$ cat src/rtl/digit_counter_multi.sv
// Multi-digit BASE-radix up/down counter driven by two active-low push buttons, with a multiplexed display scanner.
// Optional auto-repeat on held buttons is enabled by defining DIGIT_COUNTER_AUTOREPEAT_EN.
module digit_counter_multi #(
    parameter int DIGITS        = 4,
    parameter int BASE          = 10,
    parameter int WRAP          = 1,
    parameter int SCAN_DIV      = 1000,
    parameter int REPEAT_DELAY  = 500000,
    parameter int REPEAT_PERIOD = 100000
) (
    input  logic                  clock,
    input  logic                  reset,
    input  logic                  button_increase,
    input  logic                  button_decrease,
    output logic [4*DIGITS-1:0]   value,
    output logic [3:0]            digit,
    output logic [DIGITS-1:0]     digit_select,
    output logic                  overflow,
    output logic                  underflow
);
    localparam int         DIV_W = (SCAN_DIV > 1) ? $clog2(SCAN_DIV) : 1;
    localparam int         IDX_W = (DIGITS > 1) ? $clog2(DIGITS) : 1;
    localparam logic [3:0] DMAX  = 4'(BASE - 1);

    if (DIGITS < 1 || DIGITS > 8 || BASE < 2 || BASE > 10 || SCAN_DIV < 1 ||
        REPEAT_DELAY < 1 || REPEAT_PERIOD < 1) begin : g_param_check
        $error("digit_counter_multi: illegal parameter value");
    end

    // Button bit 0 = increase, bit 1 = decrease.
    logic [1:0] sync1_q, sync1_d, sync2_q, sync2_d, prev_q, prev_d;
    logic [1:0] armed_q, armed_d, settle_q, settle_d;
    logic [1:0] press, held, ev;

    logic [DIGITS-1:0][3:0] value_q, value_d, inc_v, dec_v;
    logic                   carry, borrow;
    logic                   overflow_q, overflow_d, underflow_q, underflow_d;
    logic [DIV_W-1:0]       div_q, div_d;
    logic [IDX_W-1:0]       idx_q, idx_d;

    // A button held through reset must be seen released once before it can
    // fire; armed only sets after the synchronizer holds real input samples.
    always_comb begin
        sync1_d  = {button_decrease, button_increase};
        sync2_d  = sync1_q;
        prev_d   = sync2_q;
        settle_d = {settle_q[0], 1'b1};
        armed_d  = armed_q | ({2{settle_q[1]}} & sync2_q);
        press    = armed_q & prev_q & ~sync2_q;
        held     = armed_q & ~prev_q & ~sync2_q;
    end

`ifdef DIGIT_COUNTER_AUTOREPEAT_EN
    logic [1:0][31:0] rpt_cnt_q, rpt_cnt_d;
    logic [1:0]       rpt_on_q, rpt_on_d, rpt_fire;

    // Counter restarts at every event; the first repeat uses the delay, later ones the period.
    always_comb begin
        for (int b = 0; b < 2; b++) begin
            rpt_cnt_d[b] = '0;
            rpt_on_d[b]  = 1'b0;
            rpt_fire[b]  = 1'b0;
            if (held[b]) begin
                rpt_fire[b]  = rpt_on_q[b] ? (rpt_cnt_q[b] == 32'(REPEAT_PERIOD - 1))
                                           : (rpt_cnt_q[b] == 32'(REPEAT_DELAY - 1));
                rpt_on_d[b]  = rpt_on_q[b] | rpt_fire[b];
                rpt_cnt_d[b] = rpt_fire[b] ? '0 : rpt_cnt_q[b] + 32'd1;
            end
        end
        ev = press | rpt_fire;
    end

    always_ff @(posedge clock) begin
        if (reset) begin
            rpt_cnt_q <= '0;
            rpt_on_q  <= '0;
        end else begin
            rpt_cnt_q <= rpt_cnt_d;
            rpt_on_q  <= rpt_on_d;
        end
    end
`else
    assign ev = press;
`endif

    // Full ripple carry/borrow across all digits in one cycle; final carry
    // or borrow out means the counter sat at its limit.
    always_comb begin
        inc_v  = value_q;
        dec_v  = value_q;
        carry  = 1'b1;
        borrow = 1'b1;
        for (int i = 0; i < DIGITS; i++) begin
            if (carry) begin
                if (value_q[i] >= DMAX) begin
                    inc_v[i] = '0;
                end else begin
                    inc_v[i] = value_q[i] + 4'd1;
                    carry    = 1'b0;
                end
            end
            if (borrow) begin
                if (value_q[i] == 4'd0) begin
                    dec_v[i] = DMAX;
                end else begin
                    dec_v[i] = (value_q[i] > DMAX) ? DMAX : value_q[i] - 4'd1;
                    borrow   = 1'b0;
                end
            end
        end

        value_d     = value_q;
        overflow_d  = 1'b0;
        underflow_d = 1'b0;
        if (ev[0] && !ev[1]) begin
            overflow_d = carry;
            value_d    = (carry && WRAP == 0) ? value_q : inc_v;
        end else if (ev[1] && !ev[0]) begin
            underflow_d = borrow;
            value_d     = (borrow && WRAP == 0) ? value_q : dec_v;
        end
    end

    always_comb begin
        div_d = div_q + DIV_W'(1);
        idx_d = idx_q;
        if (div_q == DIV_W'(SCAN_DIV - 1)) begin
            div_d = '0;
            idx_d = (idx_q == IDX_W'(DIGITS - 1)) ? '0 : idx_q + IDX_W'(1);
        end
    end

    always_ff @(posedge clock) begin
        if (reset) begin
            sync1_q     <= 2'b11;
            sync2_q     <= 2'b11;
            prev_q      <= 2'b11;
            armed_q     <= 2'b00;
            settle_q    <= 2'b00;
            value_q     <= '0;
            overflow_q  <= 1'b0;
            underflow_q <= 1'b0;
            div_q       <= '0;
            idx_q       <= '0;
        end else begin
            sync1_q     <= sync1_d;
            sync2_q     <= sync2_d;
            prev_q      <= prev_d;
            armed_q     <= armed_d;
            settle_q    <= settle_d;
            value_q     <= value_d;
            overflow_q  <= overflow_d;
            underflow_q <= underflow_d;
            div_q       <= div_d;
            idx_q       <= idx_d;
        end
    end

    assign value        = value_q;
    assign digit        = value_q[idx_q];
    assign digit_select = DIGITS'(1) << idx_q;
    assign overflow     = overflow_q;
    assign underflow    = underflow_q;

endmodule

$ cat config.mk
export PLATFORM = sky130hd
export DESIGN_NAME = digit_counter_multi
export DESIGN_NICKNAME = d
export VERILOG_FILES = /design/src/rtl/digit_counter_multi.sv
export SDC_FILE = /design/constraint.sdc
export NUM_CORES = 1
export LEC_CHECK = 0
export CAP_MARGIN = 25
export CORE_ASPECT_RATIO = 0.9
export CORE_MARGIN = 5
export CORE_UTILIZATION = 50
export CTS_CLUSTER_DIAMETER = 60
export DETAILED_ROUTE_END_ITERATION = 12
export GPL_ROUTABILITY_DRIVEN = 0
export PLACE_DENSITY_LB_ADDON = 0.15
export SYNTH_ARGS = -nofsm -noshare
export SYNTH_HDL_FRONTEND = slang
export SYNTH_SLANG_ARGS = --single-unit
export TNS_END_PERCENT = 50
$ cat constraint.sdc
create_clock -name clock -period 2.2 [get_ports clock]
set_clock_uncertainty 0.05 [all_clocks]
set_input_delay 0.44 -clock clock [delete_from_list [all_inputs] [get_ports clock]]
set_output_delay 0.44 -clock clock [all_outputs]
set_load 0.03 [all_outputs]
Word-level counts from Yosys, hierarchy flattened
Index checks and enable logic that the tools add are counted.

Register bits after elaboration: 40. Bits of input ports: 4. Output and inout port bits: 26. Word-level logic and storage cells: 102.

Add/subtract/negate cells: 10. Magnitude comparators: 9. Equal/unequal tests: 5. Shifts and indexed selects: 1. Muxes and demuxes: 36. Bitwise operators: 9. Reductions and logical operators: 18.

Operators with widths (number): 4-bit two-way mux (19); 16-bit two-way mux (2); 4-bit by 1-bit adder with 4-bit output (second input constant) (4); 4-bit >= comparator (second input constant) (4); 4-bit > comparator (second input constant) (4); 4-bit zero test (4); 4-bit by 1-bit subtractor with 4-bit output (second input constant) (4); 1-bit two-way mux (13); 10-bit by 1-bit adder with 10-bit output (second input constant) (1); 10-bit equality test (second input constant) (1); 3-bit AND reduction (3); 4-bit binary-select mux with 2-bit select (1); 2-bit nonzero test (4); 2-bit bitwise AND (3); 2-bit != test (second input constant) (3); 1-bit inverter (4); 4-bit OR reduction (1); 1-bit by 2-bit << shifter with 4-bit output (first input constant) (1); 2-bit by 3-bit less-than comparator with 1-bit output (second input constant) (1); 3-bit OR reduction (1); 2-bit by 1-bit adder with 2-bit output (second input constant) (1); 2-bit equality test (second input constant) (1); 1-bit logical AND (2); 1-bit zero test (2); 4 further kinds (4).

Depth between registers and ports, before layout
Gate-level depths: netlist (run 1).

Depth in word-level cells: 7. Gate-level depth with buffers: 11. Depth with buffers taken out: 9.

Worst setup path after synthesis (run 1)
OpenSTA, ideal clock, no wires.

Path kind: reg-to-reg. Start point: register value_q (netlist bit value[4]). End point: register value_q (netlist bit value[14]). Arrival: 2311 ps. Required time: 2063 ps. Slack: -249 ps. Cell stages (with the launch flop): 9. Buffers on the path: 1. Period minus slack after synthesis: 2449 ps. Cell sequence: dfxtp_1 inv_1 ha_1 or3b_1 nand3_1 or4_1 clkbuf_1 a221o_1 o31ai_1.

Longest elaborated chain between the ends: 6.

RTL lines: from (decl) (RTL line 35) `logic [DIGITS-1:0][3:0] value_q, value_d, inc_v, dec_v;`; from (signal assigned) (RTL line 151) `value_q <= value_d;`; 4-bit >= comparator / 4-bit zero test (equally long branches) (RTL line 95, 103); 1-bit two-way mux, on equally long branches (RTL line 95, 103); 1-bit two-way mux, on equally long branches (2 in a row) (RTL line 94, 102); 2-bit != test (no source line) / 2-bit nonzero test (equally long branches); 3-bit AND reduction (no source line) (*).

Mark *: on every way between the ends. The rest lies on a longest branch, timed or not. A chain may end at the register's enable or synchronous reset.

Worst setup path in the final report (run 1)
Start point: register armed_q[1]. End point: register value_q (netlist bit value[14]).

Longest elaborated chain between the ends: 6.

RTL lines: from (decl) (RTL line 32) `logic [1:0] armed_q, armed_d, settle_q, settle_d;`; from (signal assigned) (RTL line 149) `armed_q <= armed_d;`; 2-bit bitwise AND (*) (2 in a row) (RTL line 49) `press = armed_q & prev_q & ~sync2_q;`; 1-bit zero test (RTL line 115) `if (ev[0] && !ev[1]) begin`; 1-bit logical AND (RTL line 115); 2-bit != test (no source line) / 2-bit nonzero test (equally long branches); 3-bit AND reduction (no source line).

Marked as above.

==> results.cfg, run 1 <==
[synth]
synth-edff-count = 0
syn_avg_cell_area_sq_um = 8.49
syn_area_sq_um = 2500
yosysTopAreaCell = dfxtp_1
synth.most_common_cell = dfxtp_1
ys_ff_latch = 40
postSynthCellCount = 295
synth_common_cells = dfxtp_1 (40), a21oi_1 (22), ha_1 (22)
ys_types = 51
synth_warnings = 0
yosysTopAreaCellShare_pct = 32.0
synth_flop_cell = dfxtp_1
synth_area_leaders = dfxtp_1 (32%), ha_1 (11%), a21oi_1 (4.4%), mux4_2 (3.6%), o21ai_0 (3.2%)
ys_seq_area_share_pct = 32.0
syn_nets = 321
synthArstFlopShare_pct = 0

[worst_hold_path]
min_path_type = reg2reg
min_path_cells = 1
worstHoldStart = sync1_q[0]
hold_end = prev_d[0]

[routing]
vias_per_cell = 5.82
vias = 2408
drc_errors = 0
drtAntennaViolNets = 0
routed_wl_um = 6540
drt_pre_antenna_iters = 5
routedWlPerCell_um = 15.8
drt_iter0_drc = 145

[timing]
relSlewSlack_pct = 67.0
fmax_mhz = 443
rsz0062_at_grt = yes
setup_violations = 2
whs_ps = 360
hold_viol = 0
post-route-period-util_pct = 103
worst_slew_pin_slew_ps = 490
timing.setup.tns_ps = -84.6
layout_min_cycle_time_ps = 2260
slew_viol_final = 0
setup_slack_ps = -56.4

[setup_path]
critPathBufInv = 1
crit-reg2reg-launch = armed_q[1]
crit_path_end_kind = flip-flop
cp_slowest_cell = a2111oi_1
worstPathMaxFanout = 27
crit_family = compound AO/OA/AOI/OAI gates
cp.arrival_ps = 2420
path_cells = nand2_2 -> or2_4 -> ha_4 -> buf_4 -> and2_1 -> a2111oi_1 -> a31oi_1 -> a221o_1 -> o31ai_2
reg2reg_depth = 9
slowest_delay_ps = 430
cp.required_ps = 2370
rrSetupSlack_ps = -60
worstSetupPathType = reg2reg
reg2reg_to = value[14]
startpoint_type = flip-flop

[cts]
clkSlewWorstSetupHoldPaths_ps = 80
h-tree-depth = 2
cts_tree = done
cts_root_buffer = clkbuf_8
clock-sinks = 40
numCtsBuffers = 5
clk_path_buf_depth = 2
insertion_delay_ps = 300

[global_routing]
track_usage_pct = 20.3
grt_pass1_wl_um = 10900
use_met3_pct = 3.86
grt.busiest_layer = met2
antenna_found_initial = 0
grt_max_degree = 29
use_met2_pct = 31.8
grt_pass1_vias = 2242
met1_usage_pct = 28.3
overflow = 0

[layout]
num-nets-final = 374
drive_gt1_share_pct = 22.9
diodes = 0
area_growth_pct = 30.0
fin_area_sq_um = 3260

[power_and_ir_drop]
p_leak_nw = 1.32
pwr_density_cell_nw_per_um2 = 521
irDropWorstVdd_mv = 0.392

[floorplan]
num_io_pins = 30
dieArea_sq_um = 6530
die_h_um = 77.1
fp.dieW_um = 84.6
rows = 24
initial_utilization_pct = 51.5
core_area_sq_um = 4860

[run_status]
violations = negative setup slack
run_status = finished, violations left

[placed_design]
dpl_cell_area_sq_um = 3070
port_buffers = 29
dp_hpwl_um = 4720

[flow_run]
cap_violations = 0
[where the power goes]
group	switching (W)	leakage, nW	internal, W
clock	0.000265	0.0636	0.000408
combinational	0.000144	0.926	0.000118
sequential	0.0000167	0.331	0.000745
[per-stage QoR]
step	instances	power, W	utilization (%)	worst slack [ps]
3_5_place_dp	404	0.00103	63.2	-85.8
6_report	414	0.00170	66.9	-56.4
3_3_place_gp	404	0.00102	63.2	-38.5
5_1_grt	414	0.00176	66.9	-156
4_1_cts	412	0.00169	65.8	-28.2
2_1_floorplan	295	0.000928	-	-21.1
[worst max path at each step]
stage	slack, ps	startpoint	cells past startpoint	endpoint
floorplan	-20	armed_q[1]	9	value[14]
global placement	-40	armed_q[1]	8	value[14]
detailed placement	-90	armed_q[1]	8	value[13]
CTS	-30	armed_q[1]	8	value[13]
global route	-160	armed_q[1]	9	value[14]
finish	-60	armed_q[1]	9	value[14]
[repair_timing]
action,in CTS,in global routing
hold buffers,0,0
pin swaps,2,2
endpoints found under the setup margin,13,16
gates resized for setup,11,14
endpoints found under the hold margin,0,0
buffers inserted,0,2
[cell families (layout without fill, tap and decap cells)]
family | after synthesis | in the layout | synth area share (%)
mux | 6 | 6 | 4.40
simple gates | 105 | 105 | 23.3
compound gates | 77 | 77 | 20.4
fa+ha+maj | 22 | 22 | 11.0
buf+inv | 36 | 90 | 5.79
xor+xnor | 9 | 9 | 3.15
flops | 40 | 40 | 32.0
[worst register-to-register path, cell delays in order, from the launching register on]
cell and delay, ps:
dfxtp_2 340, nand2_2 40, or2_4 250, ha_4 190, buf_4 220, and2_1 190, a2111oi_1 430, a31oi_1 90
a221o_1 320, o31ai_2 60
[area by class of cell]
cell class / count / area, sq um
clock buffers: 7 / 97.6
clock inverters: 1 / 30.0
fillers: 419 / 1610
inverters: 20 / 75.1
multi-input cells: 219 / 1630
flip-flops and latches: 40 / 820
well taps: 65 / 81.3
repair buffers: 62 / 528
[state kept, by name, indices dropped and copies added (netlist names)]
signal / flops
armed_q: 2
div_q: 10
idx_q: 2
overflow: 1
prev_d: 2
prev_q: 2
settle_q: 2
sync1_q: 2
underflow: 1
value: 16
[placed cells by master, fill, tap and decap left out, types with 7 or more instances in the layout]
master / n
a21oi_1: 20
dfxtp_1: 29
or2_2: 8
nor2_1: 20
nand2_1: 18
nand3_1: 7
clkdlybuf4s50_1: 21
nor2b_1: 7
inv_1: 19
dfxtp_2: 9
buf_4: 33
dlygate4sd2_1: 8
o21ai_0: 15
ha_1: 21
[per-layer routing]
metal / wire length [um] / vias to the layer above
met5: 0 / -
li1: - / 1172
met4: 129 / 0
met2: 3030 / 85
met3: 363 / 15
met1: 3020 / 1136
(Power assumes the default switching activity.)
==> run 2, diff against run 1 <==
Settings changed: CTS_CLUSTER_DIAMETER 60 to unset.
==> results of run 2 <==
The final DEF is identical to that of run 1; final timing and power are the same.
==> run 3, diff against run 2 <==
Settings changed: PLACE_DENSITY_LB_ADDON 0.15 to 0.05.
==> run 3 against run 2 <==
  * The run still ends with negative setup slack left
  * Fmax is 0.57% lower
  * Largest cell class unchanged
  * Power is 6.6% lower
  * Critical path depth is 1 lower
  * Largest power group unchanged
  * Critical path type unchanged
  * Design area is 2.1% higher
==> results.cfg, run 3 (synthesized netlist as in run 1, its figures left out) <==
[setup_path]
startpoint_type = flip-flop
cp.required_ps = 2360
path_cells = nand2_1 -> or2_4 -> ha_4 -> nor4b_4 -> nand2_2 -> or4_4 -> a221o_1 -> o31ai_1
crit_path_end_kind = flip-flop
critPathBufInv = 0
startpoint = armed_q[1]
crit-reg2reg-launch = armed_q[1]
cp.arrival_ps = 2430
cp_slowest_cell = or4_4
worstPathMaxFanout = 6
crit_family = simple AND/OR/NAND/NOR gates
worstSetupPathType = reg2reg
slowest_delay_ps = 470

[global_routing]
grt_max_degree = 29
use_met3_pct = 3.43
antenna_found_initial = 0
grt.busiest_layer = met2
grt_pass1_wl_um = 10500
grt_pass1_vias = 2200
overflow = 0
met1_usage_pct = 26.9
use_met2_pct = 31.1
track_usage_pct = 19.3

[floorplan]
dieArea_sq_um = 6530
die_h_um = 77.1
num_io_pins = 30
rows = 24
core_area_sq_um = 4860
fp.dieW_um = 84.6
initial_utilization_pct = 51.5

[timing]
worst_slew_pin_slew_ps = 419
layout_min_cycle_time_ps = 2270
setup_violations = 4
timing.setup.tns_ps = -160
slew_viol_final = 0
post-route-period-util_pct = 103
fmax_mhz = 441
rsz0062_at_grt = yes
relSlewSlack_pct = 72.0
hold_viol = 0
setup_slack_ps = -69.3

[worst_hold_path]
worstHoldStart = sync1_q[0]
min_path_type = reg2reg

[cts]
cts_root_buffer = clkbuf_8
clk_path_buf_depth = 2
postCtsHoldBufs = 0
clock-sinks = 40
h-tree-depth = 2
cts_tree = done
numCtsBuffers = 5
clkSlewWorstSetupHoldPaths_ps = 80
insertion_delay_ps = 290

[placed_design]
dp_hpwl_um = 4600
dpl_cell_area_sq_um = 3100
port_buffers = 29
placed_cells = 407

[power_and_ir_drop]
irDropWorstVdd_mv = 0.371
p_leak_nw = 1.36
pwr_density_cell_nw_per_um2 = 476

[routing]
drtAntennaViolNets = 0
routed_wl_um = 6360
routedWlPerCell_um = 15.0
vias_per_cell = 5.60
vias = 2373
drt_pre_antenna_iters = 4
drc_errors = 0
drt_iter0_drc = 113

[flow_run]
cap_violations = 0

[layout]
layout.cells.non_filler = 424
largest_reg_flops = 16
area_growth_pct = 32.7
fin_area_sq_um = 3320
num-nets-final = 384
drive_gt1_share_pct = 25.1
layout_common_cells = buf_4 (41), dfxtp_1 (29), nor2_1 (21), ha_1 (21), clkdlybuf4s50_1 (21)
diodes = 0
layout_commonest_cell = buf_4

[run_status]
violations = negative setup slack
run_status = finished, violations left
[run 3: cell type report]
cell class | count | area, sq um
fillers | 435 | 1540
multi-input cells | 219 | 1630
clock buffers | 7 | 97.6
repair buffers | 72 | 611
well taps | 65 | 81.3
flip-flops and latches | 40 | 820
clock inverters | 1 | 5.00
inverters | 20 | 78.8
[run 3: power breakdown]
| group | internal, W | leakage, nW | total, W | switching (W) |
|---|---|---|---|---|
| clock | 0.000291 | 0.0534 | 0.000551 | 0.000260 |
| sequential | 0.000745 | 0.331 | 0.000759 | 0.0000145 |
| combinational | 0.000126 | 0.974 | 0.000273 | 0.000147 |
| total | 0.00116 | 1.36 | 0.00158 | 0.000421 |
[run 3: worst paths after layout]
path / endpoint / slack (ps) / cells after the start
max reg2reg: value[13] / -70 / 8
max: value[13] / -70 / 8
min: prev_d[0] / 360 / 1
min reg2reg: prev_d[0] / 360 / 1
[run 3: metrics by stage]
stage | hold WS (ps) | setup WS [ps] | utilization, % | total power, W
after global placement | 341 | -61.5 | 63.6 | 0.00102
final | 360 | -69.3 | 68.3 | 0.00158
after global routing | 385 | -132 | 68.3 | 0.00166
after detailed placement | 345 | -147 | 63.6 | 0.00102
after CTS | 363 | -74.7 | 66.4 | 0.00158
after floorplan | 339 | -21.1 | - | 0.000928
[run 3: timing repair]
item / 4_1_cts / 5_1_grt
setup buffers: 4 / 5
gates resized for setup: 11 / 17
pin swaps: 2 / 8
cloned: 0 / 0
endpoints found under the setup margin: 13 / 19
[run 3: routing by layer]
metal | vias up | routed length (um)
li1 | 1187 | -
met1 | 1114 | 3060
met2 | 63 | 2910
met3 | 9 | 296
met4 | 0 | 82
met5 | - | 0
